[config.mk]
export PLATFORM = sky130hd
export DESIGN_NAME = membank_multibyte_flat
export DESIGN_NICKNAME = d
export VERILOG_FILES = /design/src/rtl/membank_multibyte_if.sv /design/src/rtl/membank_multibyte.sv /design/src/flat_wrapper.sv
export SDC_FILE = /design/constraint.sdc
export NUM_CORES = 1
export LEC_CHECK = 0
export CAP_MARGIN = 20
export CORE_MARGIN = 2
export CORE_UTILIZATION = 60
export CTS_CLUSTER_SIZE = 30
export DETAILED_ROUTE_END_ITERATION = 8
export GPL_TIMING_DRIVEN = 0
export PLACE_DENSITY_LB_ADDON = 0.05
export RECOVER_POWER = 25
export SETUP_SLACK_MARGIN = 0.2
export SLEW_MARGIN = 30
export SYNTH_ARGS = -nofsm -noshare
export SYNTH_HDL_FRONTEND = slang
export SYNTH_SLANG_ARGS = --single-unit
[constraint.sdc]
create_clock -name clk -period 7.1 [get_ports clk]
set_input_delay 1.42 -clock clk [delete_from_list [all_inputs] [get_ports clk]]
set_output_delay 1.42 -clock clk [all_outputs]
set_load 0.05 [all_outputs]
[src/rtl/membank_multibyte_if.sv]
// Request/response bundle for membank_multibyte: the requester drives the master side, the bank drives the slave side.
interface membank_multibyte_if #(
   parameter int MEM_WIDTH  = 8,
   parameter int WORD_BYTES = 2,
   parameter int ADDR_WIDTH = 16
) ();
   logic                            wr_en;
   logic                            rd_en;
   logic [ADDR_WIDTH-1:0]           index;
   logic [WORD_BYTES-1:0]           byte_en;
   logic [MEM_WIDTH*WORD_BYTES-1:0] data_in;
   logic [MEM_WIDTH*WORD_BYTES-1:0] data_out;
   logic                            rd_valid;
   logic                            addr_err;
   logic                            busy;

   modport master (
      output wr_en, rd_en, index, byte_en, data_in,
      input  data_out, rd_valid, addr_err, busy
   );

   modport slave (
      input  wr_en, rd_en, index, byte_en, data_in,
      output data_out, rd_valid, addr_err, busy
   );
endinterface

[src/rtl/membank_multibyte.sv]
// Big-endian multi-byte memory bank with wrap-around, byte enables and a 1-cycle registered read.
// Requests are ignored while busy; defining MEMBANK_CLEAR_EN adds a post-reset zeroing sweep that holds busy high.
module membank_multibyte #(
   parameter int MEM_WIDTH  = 8,
   parameter int WORD_BYTES = 2,
   parameter int MEM_DEPTH  = 32,
   parameter int ADDR_WIDTH = 16
) (
   input  logic               clk,
   input  logic               rst,
   membank_multibyte_if.slave bus
);
   localparam int DW = MEM_WIDTH * WORD_BYTES;
   localparam int LW = $clog2(MEM_DEPTH);
   localparam logic [ADDR_WIDTH:0] DEPTH_EXT = (ADDR_WIDTH + 1)'(MEM_DEPTH);

   typedef logic [LW-1:0] loc_t;

   logic [MEM_WIDTH-1:0] mem [MEM_DEPTH];
   loc_t                 loc [WORD_BYTES];
   logic [DW-1:0]        rd_word;
   logic                 in_range;
   logic                 busy_i;
   logic                 wr_fire;
   logic                 rd_fire;
   logic                 err_fire;

   assign in_range = ({1'b0, bus.index} < DEPTH_EXT);
   assign wr_fire  = bus.wr_en & in_range & ~busy_i & ~rst;
   assign rd_fire  = bus.rd_en & in_range & ~busy_i & ~rst;
   assign err_fire = (bus.wr_en | bus.rd_en) & ~in_range & ~busy_i;
   assign bus.busy = busy_i;

   // Byte k (k=0 is the MSB) lives at index+k; the power-of-two depth makes the wrap a plain truncation.
   always_comb begin
      rd_word = '0;
      for (int k = 0; k < WORD_BYTES; k++) begin
         loc[k] = bus.index[LW-1:0] + loc_t'(k);
         rd_word[(WORD_BYTES-1-k)*MEM_WIDTH +: MEM_WIDTH] = mem[loc[k]];
      end
   end

`ifdef MEMBANK_CLEAR_EN
   typedef enum logic {IDLE, CLEAR} state_t;

   state_t state_q, state_d;
   loc_t   ptr_q, ptr_d;
   logic   clr_we;

   always_ff @(posedge clk) begin
      if (rst) begin
         state_q <= CLEAR;
         ptr_q   <= '0;
      end else begin
         state_q <= state_d;
         ptr_q   <= ptr_d;
      end
   end

   always_comb begin
      state_d = state_q;
      ptr_d   = ptr_q;
      clr_we  = 1'b0;
      case (state_q)
         CLEAR: begin
            clr_we = 1'b1;
            ptr_d  = ptr_q + loc_t'(1);
            if (ptr_q == loc_t'(MEM_DEPTH - 1))
               state_d = IDLE;
         end
         default: state_d = IDLE;
      endcase
   end

   assign busy_i = (state_q == CLEAR);
`else
   assign busy_i = 1'b0;
`endif

   // Memory array has no reset; only the optional sweep ever zeroes it.
   always_ff @(posedge clk) begin
`ifdef MEMBANK_CLEAR_EN
      if (clr_we && !rst)
         mem[ptr_q] <= '0;
`endif
      for (int k = 0; k < WORD_BYTES; k++) begin
         if (wr_fire && bus.byte_en[WORD_BYTES-1-k])
            mem[loc[k]] <= bus.data_in[(WORD_BYTES-1-k)*MEM_WIDTH +: MEM_WIDTH];
      end
   end

   // Read samples pre-write contents, so a same-cycle write to the same word is not visible yet.
   always_ff @(posedge clk) begin
      if (rst) begin
         bus.data_out <= '0;
         bus.rd_valid <= 1'b0;
         bus.addr_err <= 1'b0;
      end else begin
         bus.rd_valid <= rd_fire;
         bus.addr_err <= err_fire;
         if (rd_fire)
            bus.data_out <= rd_word;
      end
   end
endmodule
[src/flat_wrapper.sv]
// flat-port wrapper written by rule: the top's interface ports become plain ports
module membank_multibyte_flat 
#(
   parameter int MEM_WIDTH  = 8,
   parameter int WORD_BYTES = 2,
   parameter int MEM_DEPTH  = 32,
   parameter int ADDR_WIDTH = 16
)
  (clk, rst, bus_wr_en, bus_rd_en, bus_index, bus_byte_en, bus_data_in, bus_data_out, bus_rd_valid, bus_addr_err, bus_busy);
  membank_multibyte_if #(.MEM_WIDTH(MEM_WIDTH), .WORD_BYTES(WORD_BYTES), .ADDR_WIDTH(ADDR_WIDTH)) bus_i ();
  input  logic clk;
  input  logic rst;
  input wire logic [$bits(bus_i.wr_en)-1:0] bus_wr_en;
  input wire logic [$bits(bus_i.rd_en)-1:0] bus_rd_en;
  input wire logic [$bits(bus_i.index)-1:0] bus_index;
  input wire logic [$bits(bus_i.byte_en)-1:0] bus_byte_en;
  input wire logic [$bits(bus_i.data_in)-1:0] bus_data_in;
  output wire logic [$bits(bus_i.data_out)-1:0] bus_data_out;
  output wire logic [$bits(bus_i.rd_valid)-1:0] bus_rd_valid;
  output wire logic [$bits(bus_i.addr_err)-1:0] bus_addr_err;
  output wire logic [$bits(bus_i.busy)-1:0] bus_busy;
  assign bus_i.wr_en = bus_wr_en;
  assign bus_i.rd_en = bus_rd_en;
  assign bus_i.index = bus_index;
  assign bus_i.byte_en = bus_byte_en;
  assign bus_i.data_in = bus_data_in;
  assign bus_data_out = bus_i.data_out;
  assign bus_rd_valid = bus_i.rd_valid;
  assign bus_addr_err = bus_i.addr_err;
  assign bus_busy = bus_i.busy;
  membank_multibyte #(.MEM_WIDTH(MEM_WIDTH), .WORD_BYTES(WORD_BYTES), .MEM_DEPTH(MEM_DEPTH), .ADDR_WIDTH(ADDR_WIDTH)) u_core (.clk(clk), .rst(rst), .bus(bus_i));
endmodule
After elaboration in Yosys (flattened, before gate mapping)

Memory sizes are Yosys's and may differ from the RTL's. A register that Yosys moved wholly into a read port is not among the register bits.
Index checks and enable logic that the tools add are counted.

Bits of input ports: 38
Bits in writable memories: 256
Output and inout port bits: 19
Bits in registers: 2
Word-level logic and storage cells: 19
Memories: 1

Memories:

| memory     | depth | width | rd ports | clocked after memory_dff | wr ports | RTL line                | source |
|---|---|---|---|---|---|---|---|
| u_core.mem | 32    | 8     | 2        | 2                        | 2        | membank_multibyte.sv:19 | `logic [MEM_WIDTH-1:0] mem [MEM_DEPTH];` |

$lt $le $gt $ge: 1
Reduce and logical (&&, ||, !) cells: 2
Mux-type cells: 4
Bitwise operators: 8
Add/subtract/negate cells: 1

Operators by type and width:

| kind                | count |
|---|---|
| $lt 16x6->1 const B | 1 |
| $add 5x1->5 const B | 1 |
| $and 1x1->1         | 5 |
| $mux 1              | 4 |
| $logic_and 1x1->1   | 2 |
| $not 1->1           | 2 |
| $or 1x1->1          | 1 |

Logic depth before layout (Yosys ltp)

Word-level depth: 6
Gate-level depth with buffers: 12
Depth with buffers taken out: 7

Least setup slack after synthesis

OpenSTA, ideal clock, no wires.

Path type: input to register
Start point: input bus_index[1]
End point: register u_core.bus.data_out[4] (read register of u_core.mem)
Required time: 6.968 ns
Stages on the path: 11
Path slack: 2.841 ns
Arrival time: 4.127 ns
Setup time: 0.132 ns
Buffers on the path: 6
Cells stage by stage: buf_2 buf_2 buf_1 inv_1 ha_1 buf_4 buf_4 buf_2 mux4_2 a221oi_1 a31oi_1

Longest elaborated chain between the ends: 3
Elaborated cells on any way between the ends: 4
Classes of those cells: 1 x add/sub; 1 x order compare; 2 x bitwise

RTL lines:

| element                   | RTL line                   | source |
|---|---|---|
| start, declared           | flat_wrapper.sv:15         | `input wire logic [$bits(bus_i.index)-1:0] bus_index;` |
| $lt 16x6->1               | membank_multibyte.sv:28    | `assign in_range = ({1'b0, bus.index} < DEPTH_EXT);` |
| $and 1x1->1 (2 in series) | membank_multibyte.sv:30    | `assign rd_fire = bus.rd_en & in_range & ~busy_i & ~rst;` |
| end, declared             | membank_multibyte_if.sv:24 | `output data_out, rd_valid, addr_err, busy` |

Parallel ways exist; a longest one is shown, timed or not.
A chain may end at the register's enable or synchronous reset.

Worst setup path in the final report

Ends and elaborated chain as after synthesis.

==> impl_metrics.csv <==
group,metric,value,unit
critical_path,cp_num_buf_inv,7,
critical_path,crit_cells,11,
cts,cts_tree,"done",
routing,avgViaCountPerCell,7.63,
routing,drc,0,
routing,drt_pass1_iterations,7,
placed_design,place_ws,0.611,ns
synth,async_reset_ff_frac,0,
pwr,max-vdd-ir-drop,178,uV
synth,yosysWarnings,0,
floorplanning,core_area,26800,um2
routing,wirelength,56000,um
min_path,hp-class,"reg2reg",
final_layout,nets,1169,
synth,yosys.cell_types.count,61,
synth,synth_flop_cell,"edfxtp_1",
pwr,power_density,207,nW/um2
placed_design,portBuffers,53,
synth,syn_nets,1084,
sta,grt_setup_unrepaired,"no",
job,cap_viol_max_count,3,
global_route,grt_pass1_wl,79400,um
global_route,grt.overflow.total,0,
routing,drt-wirelength-per-cell,37.6,um
cts,post_cts_buffers,0,
synth,syn_area,16300,um2
critical_path,worst-setup-path-type,"in2reg",
critical_path,critical_path.cell_chain,"dlygate4sd3_1 > buf_2 > clkbuf_1 > clkbuf_1 > inv_1 > ha_1 > buf_4 > buf_2 > mux4_2 > a2111oi_1 > a31oi_1",
critical_path,arrival,7.08,ns
synth,synth.area.top_cells,"edfxtp_1 47%, mux4_2 18%, mux2_2 17%",
critical_path,reg2reg_depth,4,
min_path,whs_path_depth,2,
cts,post_cts_resized,0,
pwr,power.leakage,5.81,nW
status,violations,"capacitance limit, slew limit",
sta,worst_slack,0.411,ns
cts,clock_latency,0.56,ns
critical_path,cpPeakStageDelay,1.02,ns
critical_path,cp-end-kind,"flop",
sta,period_share,0.942,
floorplanning,pin_count,57,
sta,tns,0,ns
routing,ant_nets,0,
cts,cts-root-buf,"clkbuf_16",
global_route,grt_pass1_vias,11000,
synth,syn_inst,1041,
floorplanning,die_area,28500,um2
sta,clock_skew,0.0111,ns
critical_path,cp-start-kind,"input port",
sta,max_slew_margin,-0.179,
placed_design,dp_hpwl,41100,um
cts,cts_hold_buf,0,
sta,finalSetupViolations,0,
critical_path,cp_slowest_cell,"a2111oi_1",
status,outcome,"finished with violations",
floorplanning,die_h,169,um
floorplanning,row_count,60,
synth,netlist.top_cell.by_area,"edfxtp_1",
cts,cts_inserted_buffers,29,
placed_design,place_congestion,1.10,
sta,hold_viol_final,0,
sta,worst_slew_pin_slew,1.76,ns
cts,clkTransAtPathRegs,0.06,ns
synth,avgSynthCellArea,15.7,um2
cts,cts_sinks,274,
floorplanning,die_w,169,um
final_layout,drive_above_1_share,0.422,
sta,clock.fmax,0.149,GHz
routing,first_iter_violations,1785,
synth,synth-seq-area-share,0.494,
routing,via_count,11400,
sta,timing.final.crit_period,6.69,ns
global_route,grt_max_degree,15,
synth,yosysTopAreaCellShare,0.472,
synth,synth-edff-count,256,
sta,slew_viol_final,33,
final_layout,syn_to_final_growth,10.8,%
critical_path,crit_family,"buffers and inverters",
cts,clockBufferDepth,3,
global_route,antenna_found_initial,2,
global_route,grt.total_usage,0.397,
final_layout,fillers,1960,
critical_path,cp_max_fo,10,
floorplanning,initial_core_util,0.608,
cts,cts.htree.levels,1,
synth,synth_seq_cells,274,
critical_path,worstPathRequired,7.49,ns
## state kept, by name, summed over array words and instances, names as in the netlist
name	count
u_core.mem	256
u_core.bus.data_out	16
u_core.bus.addr_err	1
u_core.bus.rd_valid	1
## where the power goes
| group | internal, mW | total (mW) | switching (mW) |
|---|---|---|---|
| combinational | 0.198 | 0.479 | 0.281 |
| sequential | 1.76 | 1.76 | 0.0000860 |
| clock | 0.839 | 1.50 | 0.657 |
## placed cells by master, fill, tap and decap left out, types with 7 or more instances in the layout
| cell | n |
|---|---|
| clkbuf_16 | 29 |
| nand2b_1 | 7 |
| a22o_1 | 16 |
| nand2_1 | 18 |
| edfxtp_1 | 256 |
| clkdlybuf4s50_1 | 32 |
| a31oi_1 | 7 |
| nor2_1 | 24 |
| mux2_2 | 251 |
| clkbuf_1 | 73 |
| a221oi_1 | 22 |
| buf_2 | 26 |
| nor3b_1 | 10 |
| a21boi_0 | 7 |
| dfxtp_1 | 18 |
| mux4_2 | 128 |
| nand3_1 | 9 |
| clkinv_1 | 7 |
| and3_1 | 8 |
| mux2_1 | 9 |
| inv_1 | 7 |
| clkinv_2 | 7 |
| o21ai_1 | 20 |
| dlygate4sd3_1 | 21 |
| buf_4 | 7 |
| nand2_2 | 12 |
| a311oi_1 | 8 |
## cells in the mapped netlist (all sizes together), types with 5 or more instances
cell and count:
a2111oi 6, a21boi 8, a21oi 5, a221oi 22, a22o 16, a22oi 5, a311oi 8, a31oi 7
and3 8, buf 46, clkbuf 62, dfxtp 18, edfxtp 256, ha 5, inv 7, mux2 260
mux2i 5, mux4 128, nand2 30, nand2b 7, nand3 10, nor2 27, nor3b 10, o21ai 26
o21bai 6, o22ai 12
## cells by family (layout without fill, tap and decap cells)
logic type      count (synthesis)  after routing  share of synthesized area
compound gates                137            137                     0.0651
xor+xnor                        1              1                   0.000537
fa+ha+maj                       5              5                    0.00384
buf+inv                       116            223                     0.0322
flops                         274            274                      0.494
mux                           393            393                      0.359
other cells                     1              2                   0.000230
simple gates                  114            114                     0.0451
## worst reg2reg max path, delay by kind of cell, from the launching register on
family,cells,cell delay (ns)
muxes,1,0.49
DFF,1,0.39
AOI/OAI and AO/OA,3,1.36
## metal layers
| metal | global-route usage | up-vias | wire (um) |
|---|---|---|---|
| li1 | - | 4471 | - |
| met1 | 0.560 | 5858 | 20900 |
| met2 | 0.592 | 870 | 24600 |
| met3 | 0.107 | 174 | 7440 |
| met4 | 0.163 | 0 | 2990 |
| met5 | 0 | - | 0 |
## worst paths after layout
path	end	slack, ns	from
hold / removal	u_core.bus.data_out[8]	0.50	u_core.bus.data_out[8]
setup reg to reg	u_core.bus.data_out[4]	4.71	u_core.mem[0][4]
hold reg to reg	u_core.bus.data_out[8]	0.50	u_core.bus.data_out[8]
setup / recovery	u_core.bus.data_out[4]	0.41	bus_index[1]
## stage by stage
step           instances  hold WS [ns]  cell area (um2)  utilization  power (mW)
2_1_floorplan       1041         0.711            16300            -        2.09
3_3_place_gp        1435         0.489            17300        0.644        2.26
3_5_place_dp        1435         0.499            17300        0.645        2.26
4_1_cts             1488         0.507            18200        0.679        3.72
5_1_grt             1489         0.521            18100        0.674        3.79
6_report            1490         0.502            18100        0.674        3.74
## final cells by class
type,instances,area (um2),share of cell area
buffer,108,472,0.0261
sequential,274,8050,0.446
clock buffer,35,768,0.0425
inverter,8,30.0,0.00166
tap,341,427,0.0236
timing repair buffer,54,538,0.0298
antenna,1,2.50,0.000139
clock inverter,18,143,0.00790
multi-input combinational,651,7630,0.423
Power figures use the tool's default switching activity.
